### config.mk
export PLATFORM = sky130hd
export DESIGN_NAME = text_lcd_sink
export DESIGN_NICKNAME = d
export VERILOG_FILES = /design/src/rtl/text_lcd_sink.sv
export SDC_FILE = /design/constraint.sdc
export NUM_CORES = 1
export LEC_CHECK = 0
export ABC_AREA = 1
export CORE_UTILIZATION = 45
export DETAILED_ROUTE_END_ITERATION = 8
export PLACE_DENSITY = 0.71
export SYNTH_ARGS = -nofsm -noshare
export SYNTH_HDL_FRONTEND = slang
export SYNTH_SLANG_ARGS = --single-unit
### constraint.sdc
create_clock -name clk -period 13.55 [get_ports clk]
set_input_delay 2.0325 -clock clk [delete_from_list [all_inputs] [get_ports clk]]
set_output_delay 2.0325 -clock clk [all_outputs]
set_load 0.05 [all_outputs]
### src/rtl/text_lcd_sink.sv
// ---------------------------------------------------------------------------
// text_lcd_sink
// Controller end of an 8-bit HD44780-style character LCD bus. Samples the
// bus, decodes instructions and data writes, and mirrors a 2x16 character
// buffer plus mode registers so the panel contents can be read on-chip.
//
// Ports
//   clk, rst        system clock, asynchronous active-high reset
//   lcd_enb         bus enable E; a transfer is taken on its falling edge
//   lcd_rs          0 = instruction, 1 = data
//   lcd_rw          0 = write, 1 = read (read transfers are ignored)
//   lcd_data[7:0]   instruction / character code
//   rd_addr[4:0]    buffer read index {line, column}
//   rd_char[7:0]    registered buffer byte at rd_addr (1-cycle latency)
//   ac[6:0]         DDRAM address counter
//   disp_on, cursor_on, blink_on, incr, two_line   mode registers
//   init_done       sticky, set by the first function set
//   busy            instruction in execution, transfers dropped
//   ovr             sticky, a write transfer arrived while busy
//   frame_upd       1-cycle pulse on a stored data write or clear completion
// ---------------------------------------------------------------------------
module text_lcd_sink #(
  parameter int CMD_CYC = 40,
  parameter int CLR_CYC = 200
) (
  input  logic       clk,
  input  logic       rst,
  input  logic       lcd_enb,
  input  logic       lcd_rs,
  input  logic       lcd_rw,
  input  logic [7:0] lcd_data,
  input  logic [4:0] rd_addr,
  output logic [7:0] rd_char,
  output logic [6:0] ac,
  output logic       disp_on,
  output logic       cursor_on,
  output logic       blink_on,
  output logic       incr,
  output logic       two_line,
  output logic       init_done,
  output logic       busy,
  output logic       ovr,
  output logic       frame_upd
);

  localparam int CMAX = (CLR_CYC > CMD_CYC) ? CLR_CYC : CMD_CYC;
  localparam int CW   = $clog2(CMAX + 1);

  typedef enum logic [1:0] {IDLE, EXEC, CLEAR} state_t;

  // E synchroniser with one extra stage for edge detection:
  // [0],[1] are the two sync FFs, [2] is the previous synced value.
  logic [2:0]  enb_pipe_q;
  // {rw, rs, data} through two sync FFs, aligned with enb_pipe_q[1]
  logic [9:0]  bus_s1_q, bus_s2_q;

  state_t          state_q, state_d;
  logic [CW-1:0]   cnt_q, cnt_d;
  logic [5:0]      clr_idx_q, clr_idx_d;
  logic [6:0]      ac_q, ac_d;
  logic            disp_q, disp_d, curs_q, curs_d, blink_q, blink_d;
  logic            incr_q, incr_d, two_q, two_d, init_q, init_d;
  logic            ovr_q, ovr_d, fu_q, fu_d;

  logic [31:0][7:0] mem_q;
  logic [7:0]       rd_char_q;

  logic        wr_en;
  logic [4:0]  wr_idx;
  logic [7:0]  wr_val;

  logic        fall, s_rw, s_rs, wr_xfer;
  logic [7:0]  s_data;

  assign fall    = enb_pipe_q[2] & ~enb_pipe_q[1];
  assign s_rw    = bus_s2_q[9];
  assign s_rs    = bus_s2_q[8];
  assign s_data  = bus_s2_q[7:0];
  assign wr_xfer = fall & ~s_rw;

  // Address counter step. Two-line mode skips the hidden gaps between the
  // visible line windows; one-line mode wraps the 80-byte space.
  function automatic logic [6:0] ac_step(input logic [6:0] a, input logic inc,
                                         input logic two);
    logic [6:0] r;
    if (two) begin
      if (inc) r = (a == 7'h27) ? 7'h40 : (a == 7'h67) ? 7'h00 : a + 7'd1;
      else     r = (a == 7'h00) ? 7'h67 : (a == 7'h40) ? 7'h27 : a - 7'd1;
    end else begin
      if (inc) r = (a == 7'h4F) ? 7'h00 : a + 7'd1;
      else     r = (a == 7'h00) ? 7'h4F : a - 7'd1;
    end
    return r;
  endfunction

  // ---------------- input synchronisers ----------------
  always_ff @(posedge clk or posedge rst) begin
    if (rst) begin
      enb_pipe_q <= '0;
      bus_s1_q   <= '0;
      bus_s2_q   <= '0;
    end else begin
      enb_pipe_q <= {enb_pipe_q[1:0], lcd_enb};
      bus_s1_q   <= {lcd_rw, lcd_rs, lcd_data};
      bus_s2_q   <= bus_s1_q;
    end
  end

  // ---------------- state registers ----------------
  always_ff @(posedge clk or posedge rst) begin
    if (rst) begin
      state_q   <= IDLE;
      cnt_q     <= '0;
      clr_idx_q <= '0;
      ac_q      <= '0;
      disp_q    <= 1'b0;
      curs_q    <= 1'b0;
      blink_q   <= 1'b0;
      incr_q    <= 1'b1;
      two_q     <= 1'b0;
      init_q    <= 1'b0;
      ovr_q     <= 1'b0;
      fu_q      <= 1'b0;
    end else begin
      state_q   <= state_d;
      cnt_q     <= cnt_d;
      clr_idx_q <= clr_idx_d;
      ac_q      <= ac_d;
      disp_q    <= disp_d;
      curs_q    <= curs_d;
      blink_q   <= blink_d;
      incr_q    <= incr_d;
      two_q     <= two_d;
      init_q    <= init_d;
      ovr_q     <= ovr_d;
      fu_q      <= fu_d;
    end
  end

  // ---------------- next state / decode ----------------
  always_comb begin
    state_d   = state_q;
    cnt_d     = cnt_q;
    clr_idx_d = clr_idx_q;
    ac_d      = ac_q;
    disp_d    = disp_q;
    curs_d    = curs_q;
    blink_d   = blink_q;
    incr_d    = incr_q;
    two_d     = two_q;
    init_d    = init_q;
    ovr_d     = ovr_q;
    fu_d      = 1'b0;
    wr_en     = 1'b0;
    wr_idx    = '0;
    wr_val    = 8'h20;

    unique case (state_q)
      IDLE: begin
        if (wr_xfer) begin
          state_d = EXEC;
          cnt_d   = CW'(CMD_CYC);
          if (s_rs) begin
            // only the two visible 16-char windows are backed by storage
            if (ac_q[6:4] == 3'b000 || ac_q[6:4] == 3'b100) begin
              wr_en  = 1'b1;
              wr_idx = {ac_q[6], ac_q[3:0]};
              wr_val = s_data;
              fu_d   = 1'b1;
            end
            ac_d = ac_step(ac_q, incr_q, two_q);
          end else begin
            if (s_data[7])      ac_d = s_data[6:0];
            else if (s_data[6]) ;  // CGRAM address: accepted, no effect
            else if (s_data[5]) begin
              two_d  = s_data[3];
              init_d = 1'b1;
            end
            else if (s_data[4]) ;  // cursor/display shift: no effect
            else if (s_data[3]) begin
              disp_d  = s_data[2];
              curs_d  = s_data[1];
              blink_d = s_data[0];
            end
            else if (s_data[2]) incr_d = s_data[1];
            else if (s_data[1]) ac_d = '0;
            else if (s_data[0]) begin
              state_d   = CLEAR;
              cnt_d     = CW'(CLR_CYC);
              clr_idx_d = '0;
              ac_d      = '0;
              incr_d    = 1'b1;
            end
          end
        end
      end
      EXEC: begin
        if (wr_xfer) ovr_d = 1'b1;
        cnt_d = cnt_q - 1'b1;
        if (cnt_q == CW'(1)) state_d = IDLE;
      end
      CLEAR: begin
        if (wr_xfer) ovr_d = 1'b1;
        // sweep blanks through the buffer; CLR_CYC >= 32 so it always finishes
        if (!clr_idx_q[5]) begin
          wr_en     = 1'b1;
          wr_idx    = clr_idx_q[4:0];
          clr_idx_d = clr_idx_q + 6'd1;
        end
        cnt_d = cnt_q - 1'b1;
        if (cnt_q == CW'(1)) begin
          state_d = IDLE;
          fu_d    = 1'b1;
        end
      end
      default: state_d = IDLE;
    endcase
  end

  // ---------------- character buffer ----------------
  // Read samples mem_q before this cycle's write lands, so a same-index
  // read returns the old byte.
  always_ff @(posedge clk or posedge rst) begin
    if (rst) begin
      for (int i = 0; i < 32; i++) mem_q[i] <= 8'h20;
      rd_char_q <= 8'h20;
    end else begin
      rd_char_q <= mem_q[rd_addr];
      if (wr_en) mem_q[wr_idx] <= wr_val;
    end
  end

  assign rd_char   = rd_char_q;
  assign ac        = ac_q;
  assign disp_on   = disp_q;
  assign cursor_on = curs_q;
  assign blink_on  = blink_q;
  assign incr      = incr_q;
  assign two_line  = two_q;
  assign init_done = init_q;
  assign busy      = (state_q != IDLE);
  assign ovr       = ovr_q;
  assign frame_upd = fu_q;

endmodule

==> impl_metrics.json <==
{
  "crit_path_max_fanout": 10,
  "synth_nets": 2148,
  "postPlaceCellArea_sq_um": 16600,
  "grt_pass1_vias": 14000,
  "yosysWarnings": 0,
  "clock_sinks": 318,
  "drt-initial-drc-count": 1617,
  "post-place-ws_ns": 8.30,
  "synth-seq-cells": 318,
  "power_report.internal_total_mw": 1.65,
  "initial_core_util": 0.462,
  "hold_depth": 0,
  "clockRootBuffer": "clkbuf_16",
  "min_from": "bus_s1_q[0]",
  "p_sw_frac": 0.305,
  "finalHoldViolations": 0,
  "io_pins": 42,
  "antenna_found_initial": 0,
  "peakVddDrop_mv": 0.108,
  "ys_seq_area_frac": 0.498,
  "layout_common_cells": "936 x nand2_1, 307 x nand3_1, 284 x dfrtp_1, 77 x nor2_1, 77 x o21ai_0",
  "worstMarginPinSlew_ns": 1.30,
  "postRouteAntennaNets": 0,
  "timing.final.crit_share": 0.340,
  "whs_ns": 0.346,
  "r2r_start": "state_q[0]",
  "power_density_nw_per_um2": 134,
  "synth_area_sq_um": 16100,
  "nFillCells": 3356,
  "yosys-top-cells-area": "dfrtp_1 44%, nand2_1 22%, nand3_1 9.6%, dfstp_2 5.6%, o21ai_0 2.4%",
  "gp_congestion": 0.915,
  "end_kind": "output pin",
  "area_delta_synth_final_pct": 10.7,
  "hpwl_um": 28400,
  "portBuffers": 41,
  "clock_power_share": 0.399,
  "wl_per_cell_um": 18.2,
  "reg2reg_setup_slack_ns": 10.52,
  "htree_num_levels": 2,
  "dr.pass1.iters": 6,
  "outcome": "completed",
  "clock_latency_ns": 0.55,
  "final_common_cell": "nand2_1",
  "synth_top_area_frac": 0.442,
  "hold_path_class": "flop to flop",
  "vias": 14500,
  "yosysTopAreaCell": "dfrtp_1",
  "power.total_mw": 2.38,
  "nets": 2122,
  "maxCapViolCount": 0,
  "dieArea_sq_um": 36500,
  "synth_edf_count": 0,
  "finClkSkew_ns": 0.0270,
  "worst_r2r_endpoint": "mem_q[79]",
  "avgSynthCellArea_sq_um": 7.57,
  "postSynthCellCount": 2123,
  "seqPwrFrac": 0.442,
  "leakage_nw": 8.88,
  "grt_use_total": 0.263,
  "coreArea_sq_um": 34800,
  "grt_pass1_wl_um": 76300,
  "clock_path_buffers": 3,
  "rows": 68,
  "dieHeight_um": 191,
  "cp.required_ns": 11.52,
  "crit_type": "flop to output pin",
  "ys.flop_type": "dfrtp_1",
  "fin_area_sq_um": 17800,
  "holdBufCountCts": 0,
  "rsz0062_at_grt": "no",
  "cts_setup_buffers": 0,
  "switchingPower_mw": 0.725,
  "clkTransAtPathRegs_ns": 0.05,
  "final-setup-viol-count": 0,
  "synthArstFlopShare": 1.00,
  "die-width_um": 191,
  "fin_ws_ns": 8.94,
  "n_antenna_cell": 0,
  "min_to": "bus_s2_q[0]",
  "reg2regPathDepth": 11,
  "fin_tns_setup_ns": 0,
  "avgViaCountPerCell": 5.63,
  "cts_tree": "done",
  "drc": 0,
  "layout-drive-gt1-share": 0.0842,
  "cp.arrival_ns": 2.58,
  "worst_setup_path_start_kind": "flop",
  "power_frac_comb": 0.160,
  "routed_wl_um": 46900,
  "synth_cell_type_count": 43,
  "maxSlewHeadroom": 0.135,
  "fin_crit_ns": 4.61,
  "numCtsBuffers": 36,
  "post_cts_resized": 0,
  "grt_max_degree": 198,
  "grt-ovfl-total": 0,
  "max_freq_mhz": 217,
  "slew_viol_final": 0
}
## worst max-delay path, stage by stage (launching register included)
cell and delay (ns):
dfrtp_1 0.38, inv_1 0.08, ha_1 0.42, clkinv_1 0.37, clkdlybuf4s50_1 0.80
## worst max path at each step
stage / start / slack [ns] / to / cells past startpoint
after detailed placement: rd_addr[2] / 8.30 / rd_char[1] / 4
after floorplan: rst / 2.77 / ac[0] / 1
after CTS: rd_addr[2] / 8.87 / rd_char[1] / 4
final: state_q[0] / 8.94 / busy / 4
after global routing: state_q[0] / 8.80 / busy / 4
after global placement: rd_addr[2] / 8.31 / rd_char[1] / 4
## per-stage QoR
step / instances / util
3_5_place_dp: 2513 / 0.478
4_1_cts: 2579 / 0.510
2_1_floorplan: 2123 / -
6_report: 2580 / 0.511
3_3_place_gp: 2513 / 0.478
5_1_grt: 2580 / 0.511
## sequential cells by signal, indices dropped and copies added (netlist names)
name / cells
ac: 7
blink_on: 1
bus_s1_q: 10
bus_s2_q: 10
clr_idx_q: 6
cnt_q: 8
cursor_on: 1
disp_on: 1
enb_pipe_q: 3
frame_upd: 1
incr: 1
init_done: 1
mem_q: 256
ovr: 1
rd_char: 8
state_q: 2
two_line: 1
## power by group through the flow
stage	combinational, mW	clock [mW]	sequential [mW]
floorplan	0.235	0	1.10
global placement	0.371	0	1.07
detailed placement	0.377	0	1.07
CTS	0.378	0.959	1.05
global route	0.421	0.998	1.06
finish	0.379	0.948	1.05
## synthesized netlist by cell type, drive strengths merged, types with 3 or more instances
cell    instances
buf            57
ha              7
nand4          30
clkbuf         69
xor2            3
o31ai           9
a21oi          59
nand2         948
nand3         313
inv            60
a21boi          3
o21ai         117
nor3            5
dfrtp         284
nor2          108
dfstp          34
nand3b          3
## per-layer routing
layer	vias to the layer above	wire length, um	global-route usage
li1	6810	-	-
met1	6961	19700	0.363
met2	636	21400	0.408
met3	131	3760	0.0411
met4	0	2060	0.119
met5	-	0	0
## kinds of logic (layout without fill, tap and decap cells)
group | Yosys count | count (layout) | share of synthesized area
adder cells (fa/ha/maj) | 7 | 7 | 0.00545
flip-flops | 318 | 318 | 0.498
XOR/XNOR | 3 | 3 | 0.00164
AND/OR/NAND/NOR | 1409 | 1409 | 0.377
AO/OA/AOI/OAI | 198 | 198 | 0.0653
buffers and inverters | 188 | 190 | 0.0529
## layout make-up
| cell class | instances | area, sq um | area share |
|---|---|---|---|
| clock buffer | 54 | 1050 | 0.0589 |
| clock inverter | 12 | 92.6 | 0.00521 |
| inverter | 62 | 244 | 0.0137 |
| multi-input combinational | 1617 | 7240 | 0.407 |
| sequential | 318 | 8000 | 0.450 |
| tap | 455 | 569 | 0.0320 |
| timing repair buffer | 62 | 593 | 0.0333 |
Note: power is estimated with default switching activity, not from simulation.
